`src/rtl/ysyx_22040237_lsu.sv`:
```
// Multi-cycle load/store unit: request/grant/response data port, lane alignment, load extension.
// Optional misaligned-access trap: define YSYX_22040237_LSU_MISALIGN_CHK_EN.
//
// state | meaning
// IDLE  | ready for an issue
// REQ   | memory request held until grant
// RESP  | load waiting for read data
// DONE  | one-cycle writeback beat
module ysyx_22040237_lsu #(
    parameter int ADDR_W = 64,
    parameter int DATA_W = 64
) (
    input  logic              clk,
    input  logic              rst,
    input  logic              ls_valid_i,
    input  logic [6:0]        ls_info_bus_i,
    input  logic [ADDR_W-1:0] addr_i,
    input  logic [DATA_W-1:0] wdata_i,
    input  logic              rd_wr_en_i,
    input  logic [4:0]        rd_idx_i,
    output logic              ls_ready_o,
    output logic              lsu_busy_o,
    output logic              wb_valid_o,
    output logic              wb_rd_wr_en_o,
    output logic [4:0]        wb_rd_idx_o,
    output logic [DATA_W-1:0] wb_data_o,
    output logic              misalign_o,
    output logic              mem_req_o,
    output logic              mem_we_o,
    output logic [ADDR_W-1:0] mem_addr_o,
    output logic [DATA_W-1:0] mem_wdata_o,
    output logic [7:0]        mem_wmask_o,
    input  logic              mem_gnt_i,
    input  logic              mem_rvalid_i,
    input  logic [DATA_W-1:0] mem_rdata_i
);

    typedef enum logic [1:0] {IDLE, REQ, RESP, DONE} state_t;

    // size code: 0 = byte, 1 = half, 2 = word, 3 = doubleword
    function automatic logic [1:0] size_of(input logic [6:0] info);
        if (info[6])      size_of = 2'd3;
        else if (info[5]) size_of = 2'd2;
        else if (info[4]) size_of = 2'd1;
        else if (info[3]) size_of = 2'd0;
        else              size_of = 2'd3;
    endfunction

    state_t            state, state_nxt;
    logic              store_q, usign_q, wen_q, mis_q;
    logic [1:0]        size_q;
    logic [ADDR_W-1:0] addr_q;
    logic [DATA_W-1:0] wdata_q, data_q;
    logic [4:0]        idx_q;

    logic [1:0]        size_in;
    logic              access_in, mis_in;
    logic [2:0]        off;
    logic [7:0]        size_mask;
    logic [DATA_W-1:0] ld_shift, ld_ext;

    assign size_in   = size_of(ls_info_bus_i);
    assign access_in = ls_info_bus_i[0] | ls_info_bus_i[1];

`ifdef YSYX_22040237_LSU_MISALIGN_CHK_EN
    always_comb begin
        mis_in = 1'b0;
        case (size_in)
            2'd1:    mis_in = addr_i[0];
            2'd2:    mis_in = |addr_i[1:0];
            2'd3:    mis_in = |addr_i[2:0];
            default: mis_in = 1'b0;
        endcase
        mis_in = mis_in & access_in;
    end
`else
    assign mis_in = 1'b0;
`endif

    assign off = addr_q[2:0];

    always_comb begin
        size_mask = 8'hFF;
        case (size_q)
            2'd0:    size_mask = 8'h01;
            2'd1:    size_mask = 8'h03;
            2'd2:    size_mask = 8'h0F;
            default: size_mask = 8'hFF;
        endcase
    end

    assign ld_shift = mem_rdata_i >> {off, 3'b000};

    always_comb begin
        ld_ext = ld_shift;
        case (size_q)
            2'd0:    ld_ext = {{56{~usign_q & ld_shift[7]}},  ld_shift[7:0]};
            2'd1:    ld_ext = {{48{~usign_q & ld_shift[15]}}, ld_shift[15:0]};
            2'd2:    ld_ext = {{32{~usign_q & ld_shift[31]}}, ld_shift[31:0]};
            default: ld_ext = ld_shift;
        endcase
    end

    always_ff @(posedge clk) begin
        if (rst) state <= IDLE;
        else     state <= state_nxt;
    end

    always_comb begin
        state_nxt = state;
        case (state)
            IDLE: if (ls_valid_i) state_nxt = (access_in && !mis_in) ? REQ : DONE;
            REQ:  if (mem_gnt_i) state_nxt = store_q ? DONE : RESP;
            RESP: if (mem_rvalid_i) state_nxt = DONE;
            DONE: state_nxt = IDLE;
            default: state_nxt = IDLE;
        endcase
    end

    always_ff @(posedge clk) begin
        if (rst) begin
            store_q <= 1'b0;
            usign_q <= 1'b0;
            wen_q   <= 1'b0;
            mis_q   <= 1'b0;
            size_q  <= 2'd0;
            addr_q  <= '0;
            wdata_q <= '0;
            data_q  <= '0;
            idx_q   <= '0;
        end else begin
            case (state)
                IDLE: if (ls_valid_i) begin
                    store_q <= ls_info_bus_i[1];
                    usign_q <= ls_info_bus_i[2];
                    size_q  <= size_in;
                    wen_q   <= rd_wr_en_i;
                    idx_q   <= rd_idx_i;
                    addr_q  <= addr_i;
                    wdata_q <= wdata_i;
                    mis_q   <= mis_in;
                    // pass-through and misaligned beats return the address
                    data_q  <= addr_i;
                end
                REQ:  if (mem_gnt_i && store_q) data_q <= '0;
                RESP: if (mem_rvalid_i) data_q <= ld_ext;
                default: ;
            endcase
        end
    end

    assign ls_ready_o    = (state == IDLE);
    assign lsu_busy_o    = ~ls_ready_o;

    assign mem_req_o     = (state == REQ);
    assign mem_we_o      = mem_req_o & store_q;
    assign mem_addr_o    = mem_req_o ? {addr_q[ADDR_W-1:3], 3'b000} : '0;
    assign mem_wdata_o   = mem_req_o ? (wdata_q << {off, 3'b000}) : '0;
    assign mem_wmask_o   = mem_req_o ? (size_mask << off) : 8'h00;

    assign wb_valid_o    = (state == DONE);
    assign wb_rd_wr_en_o = wb_valid_o & wen_q & ~store_q & ~mis_q;
    assign wb_rd_idx_o   = wb_valid_o ? idx_q : 5'd0;
    assign wb_data_o     = wb_valid_o ? data_q : '0;
    assign misalign_o    = wb_valid_o & mis_q;

endmodule

```
`config.mk`:
```
export PLATFORM = sky130hd
export DESIGN_NAME = ysyx_22040237_lsu
export DESIGN_NICKNAME = d
export VERILOG_FILES = /design/src/rtl/ysyx_22040237_lsu.sv
export SDC_FILE = /design/constraint.sdc
export NUM_CORES = 1
export LEC_CHECK = 0
export ABC_CLOCK_PERIOD_IN_PS = 2150
export BUFFER_PORTS_ARGS = -buffer_cell sky130_fd_sc_hd__clkbuf_2
export CORE_ASPECT_RATIO = 0.5
export CORE_MARGIN = 8
export CORE_UTILIZATION = 47
export CTS_CLUSTER_DIAMETER = 150
export DETAILED_ROUTE_END_ITERATION = 10
export PLACE_DENSITY = 0.9
export SYNTH_ARGS = -nofsm -noshare
export SYNTH_HDL_FRONTEND = slang
export SYNTH_SLANG_ARGS = --single-unit
```
`constraint.sdc`:
```
create_clock -name clk -period 2.15 [get_ports clk]
set_input_delay 0.215 -clock clk [delete_from_list [all_inputs] [get_ports clk]]
set_output_delay 0.215 -clock clk [all_outputs]
set_load 0.05 [all_outputs]
```
==> results of run 1 <==
## cell families after synthesis
logic type | after synthesis | share of synthesized area
DFF | 204 | 0.310
other | 1 | 0.000284
AOI/OAI and AO/OA | 436 | 0.209
buffers and inverters | 186 | 0.0617
muxes | 157 | 0.163
adders and majority gates | 4 | 0.00379
and+or+nand+nor | 694 | 0.253
## metal layers
| metal | GRT overflow | track usage |
|---|---|---|
| met4 | 4 | 0.703 |
| met1 | 0 | 0.705 |
| met5 | 0 | 0.530 |
| met3 | 0 | 0.696 |
| met2 | 2 | 0.837 |
## through the flow
| stage | setup slack, ps | util | instances |
|---|---|---|---|
| CTS | -327 | 0.828 | 2680 |
| floorplan | -190 | - | 1685 |
| global placement | -26.4 | 0.652 | 2417 |
| detailed placement | -118 | 0.652 | 2417 |
## repair_timing
action,4_1_cts
endpoints found under the hold margin,143
resized for setup,346
buffers inserted,67
gates cloned,30
pin swaps,56
endpoints found under the setup margin,218
hold buffers,131
==> metrics.md, run 1 <==
| Metric | Value |
|---|---|
| Seq/Total Area, Yosys | 0.310 |
| TritonCTS buffer count | 20 |
| Syn Std Cell Area | 13200 um^2 |
| Io pins | 422 |
| Placed instance area | 18000 um^2 |
| Post-synth top flop | dfxtp_1 |
| Clock net sink count | 204 |
| Failed at | global routing (5_1_grt) |
| Die H | 134 um |
| Outcome | stopped before the end |
| RD Place Congestion | 1.10 |
| Global route overflow | 6 |
| Syn Inst Count | 1682 |
| Synth async-reset ratio | 0 |
| Most frequent cells after synthesis | nand2_1, dfxtp_1, a21oi_1 |
| Synth unique cells | 58 |
| Initial Util | 0.477 |
| Most common cell in the netlist | nand2_1 |
| Pin count of the biggest net entering global routing | 68 |
| Rows | 43 |
| Post-synth EDFFs | 0 |
| Stop err | [ERROR GRT-0232] Routing congestion too high. Check the congestion heatmap in the GUI. |
| Final HPWL DP | 44.2 mm |
| Die X | 253 um |
| Clock root buffer | clkbuf_16 |
| Cell taking the most area after synthesis | dfxtp_1 |
| GRT Util Overall | 0.734 |
| Yosys warns | 0 |
| Flops & latches, synth | 204 |
| H-tree levels | 1 |
| Post-synth top area share | 0.310 |
| I/O Buffers | 417 |
| Largest cells by area after synthesis | dfxtp_1, nand2_1, mux4_2 |
| Mapped Avg Cell Area | 7.84 um^2 |
| CTS max path bufs | 3 |
==> run 2: changes to the inputs <==
==> config.mk (replaced) <==
export PLATFORM = sky130hd
export DESIGN_NAME = ysyx_22040237_lsu
export DESIGN_NICKNAME = d
export VERILOG_FILES = /design/src/rtl/ysyx_22040237_lsu.sv
export SDC_FILE = /design/constraint.sdc
export NUM_CORES = 1
export LEC_CHECK = 0
export ABC_CLOCK_PERIOD_IN_PS = 2800
export BUFFER_PORTS_ARGS = -buffer_cell sky130_fd_sc_hd__clkbuf_2
export CORE_MARGIN = 8
export CORE_UTILIZATION = 40
export DETAILED_ROUTE_END_ITERATION = 10
export PLACE_DENSITY_LB_ADDON = 0.15
export SYNTH_ARGS = -nofsm -noshare
export SYNTH_HDL_FRONTEND = slang
export SYNTH_SLANG_ARGS = --single-unit
==> constraint.sdc (replaced) <==
create_clock -name clk -period 2.8 [get_ports clk]
set_input_delay 0.28 -clock clk [delete_from_list [all_inputs] [get_ports clk]]
set_output_delay 0.28 -clock clk [all_outputs]
set_load 0.05 [all_outputs]
==> metrics.md, run 2 <==
| Metric | Value |
|---|---|
| Outcome | completed |
| Worst Hold Path EP | wdata_q[56]$_SDFFE_PP0P_ |
| Synth unique cells | 58 (unchanged) |
| Most frequent cells in the layout | clkbuf_2, nand2_1, dfxtp_1 |
| Die X | 198 um (-22%) |
| CP peak stage delay | 350 ps |
| Die ar. | 39100 um^2 |
| Largest cells by area after synthesis | dfxtp_1, nand2_1, mux4_2 |
| Fill count | 3106 |
| Vias per Instance | 5.62 |
| Met3 WL | 5.09 mm |
| Pin count of the biggest net entering global routing | 81 |
| Achievable clock frequency | 0.371 GHz |
| Final Setup Violations | 0 |
| Clock net sink count | 204 (unchanged) |
| Syn Std Cell Area | 13200 um^2 (unchanged) |
| Kind of critical path | reg2out |
| CP bufs+invs | 4 |
| Post-synth top flop | dfxtp_1 |
| Initial drt markers | 1145 |
| Residual DRC | 0 |
| Max-cap violations | 0 |
| Req. time, crit path | 2520 ps |
| CTS tree | built |
| Worst skew pair latency | 540 ps |
| Sw frac | 0.465 |
| Combinational Power Share | 0.555 |
| PwrDens | 937 nW/um^2 |
| First-pass GRT wire length | 88.1 mm |
| Worst r2r dst | data_q[25]$_SDFFE_PP0P_ |
| DP Worst Slack | 258 ps (+376 ps) |
| CTS max path bufs | 3 (unchanged) |
| RSZ-0062 raised after global routing | false |
| Global route overflow | 0 |
| Cells along the critical path | inv_1, ha_4, buf_4, and3_1, buf_4, nand2_1, o21ai_1, clkbuf_2 |
| Clock share of power | 0.208 |
| Met2 WL post-DR | 27.9 mm |
| Slew Limit Fails | 0 |
| Layout cell share with drive strength beyond 1 | 0.289 |
| Commonest non-fill, non-tap cell in the layout | clkbuf_2 |
| I/O Buffers | 417 (unchanged) |
| Power Total | 17.3 mW |
| Final HPWL DP | 43.1 mm (-2.6%) |
| Mapped Avg Cell Area | 7.84 um^2 (unchanged) |
| Cell taking the most area after synthesis | dfxtp_1 |
| Seq/Total Area, Yosys | 0.310 (unchanged) |
| Flops & latches, synth | 204 (unchanged) |
| Vias | 14.6k |
| Most common cell in the netlist | nand2_1 |
| Critical Path Most Common Cell | buf_4 |
| GRT Util Overall | 0.287 |
| Metal1 wirelength | 23.3 mm |
| RD Place Congestion | 0.931 (-15%) |
| Worst Max-Slew Pin Slew | 882 ps |
| Nets | 2352 |
| Setup TNS Final | 0 ps |
| Antenna violations before repair | 7 |
| LEAKAGE | 7.55 nW |
| Worst vdd ir | 0.456 mV |
| Biggest regs | addr_q (64), data_q (64), wdata_q (64) |
| Io pins | 422 (unchanged) |
| Final ANT Viol Nets | 0 |
| Clock Skews | 10.9 ps |
| TritonCTS buffer count | 26 (+30%) |
| Yosys warns | 0 (unchanged) |
| Hold Path Depth | 3 |
| Sw power | 8.04 mW |
| Initial DRT Pass Iterations | 5 |
| HP Start | wdata_i[56] |
| Final WS setup | 102 ps |
| Number of global-route vias before repair | 14.6k |
| Sequential share of power | 0.237 |
| Reg2reg start | state[1]$_SDFFE_PP0P_ |
| Reg2reg setup slack | 350 ps |
| Util after Layout | 0.568 |
| Most frequent cells after synthesis | nand2_1, dfxtp_1, a21oi_1 |
| Crit path max-delay cell type | dfxtp_1 |
| Worst R2R Path Depth | 9 |
| Final Cycle Share | 0.963 |
| Crit end category | output port |
| Syn Inst Count | 1682 (unchanged) |
| Die H | 198 um (+47%) |
| WL/cell | 22.4 um |
| Initial Util | 0.406 (-0.0716) |
| Routed wire length | 58.4 mm |
| CP Depth | 8 |
| Fin crit period | 2700 ps |
| Core Area | 32500 um^2 |
| Hold Crit Class | in2reg |
| Final Hold Vio Count | 0 |
| Area Overhead vs Synth | 40.0% |
| Top delay family on crit path | buffers and inverters |
| DR top layer | met5 |
| Arr. time, crit path | 2420 ps |
| Slew HR | 0.412 |
| Synth async-reset ratio | 0 (unchanged) |
| Clock root buffer | clkbuf_16 |
| Rows | 66 (+53%) |
| Post-synth EDFFs | 0 (unchanged) |
| Clock transition at path regs | 60 ps |
| H-tree levels | 1 (unchanged) |
| Cell Int Power | 9.26 mW |
| CP Launch Type | flop |
| CP Max Fanout | 18 |
| Hold WS | 15.0 ps |
| Post-synth top area share | 0.310 (unchanged) |
[run 2: cell counts after synthesis]
No cell type changed its count.
[run 2: through the flow]
step           cells  area, um^2
2_1_floorplan   1685       13200
3_3_place_gp    2434       16300
3_5_place_dp    2434       16300
4_1_cts         2594       18400
5_1_grt         2604       18500
6_report        2604       18500
[run 2: logic make-up after synthesis]
| kind of cell | share of synthesized area |
|---|---|
| flip-flops | 0.310 |
| other | 0.000284 |
| buffers and inverters | 0.0617 |
| multiplexers | 0.163 |
| AO/OA/AOI/OAI | 0.209 |
| AND/OR/NAND/NOR | 0.253 |
| adder cells (fa/ha/maj) | 0.00379 |
[run 2: how the worst max path moves through the flow]
stage	end	slack, ps	start
2_1_floorplan	mem_wmask_o[0]	130	state[1]$_SDFFE_PP0P_
3_3_place_gp	data_q[14]$_SDFFE_PP0P_	270	state[0]$_SDFFE_PP0P_
3_5_place_dp	data_q[14]$_SDFFE_PP0P_	260	state[0]$_SDFFE_PP0P_
4_1_cts	mem_wdata_o[10]	7	addr_q[1]$_SDFFE_PP0P_
5_1_grt	mem_wdata_o[39]	10	state[1]$_SDFFE_PP0P_
6_report	mem_wdata_o[39]	100	state[1]$_SDFFE_PP0P_
[run 2: timing repair]
action / CTS / global route
hold buffers: 110 / 0
resized for setup: 2 / 3
pin swaps: 0 / 1
endpoints found under the hold margin: 110 / 0
setup buffers: 0 / 6
endpoints found under the setup margin: 27 / 32
cloned: 2 / 0
[run 2: tightest hold or removal path: stages]
cell	delay [ps]
clkbuf_2	110
nand2_1	60
a21oi_1	50
[run 2: layout make-up]
class                      instances  area, um^2  share of cell area
clock buffer                      40         795              0.0430
multi-input combinational       1295        8370               0.453
clock inverter                     8         116             0.00630
inverter                          10        41.3             0.00224
tap                              442         553              0.0299
timing repair buffer             601        4490               0.243
sequential                       204        4100               0.222
antenna                            4        10.0            0.000542
[run 2: routing by layer]
metal | track usage | vias up
met5 | 0 | -
met3 | 0.0637 | 112
li1 | - | 6876
met1 | 0.359 | 6990
met4 | 0.102 | 6
met2 | 0.480 | 648
[run 2: power groups by stage]
stage	Clock [mW]	Combinational [mW]	Sequential [mW]
2_1_floorplan	0	6.38	3.91
3_3_place_gp	0	9.14	4.14
3_5_place_dp	0	9.25	4.16
4_1_cts	3.66	9.46	4.10
5_1_grt	3.76	10.4	4.18
6_report	3.60	9.60	4.10
Note: power is estimated with default switching activity, not from simulation.
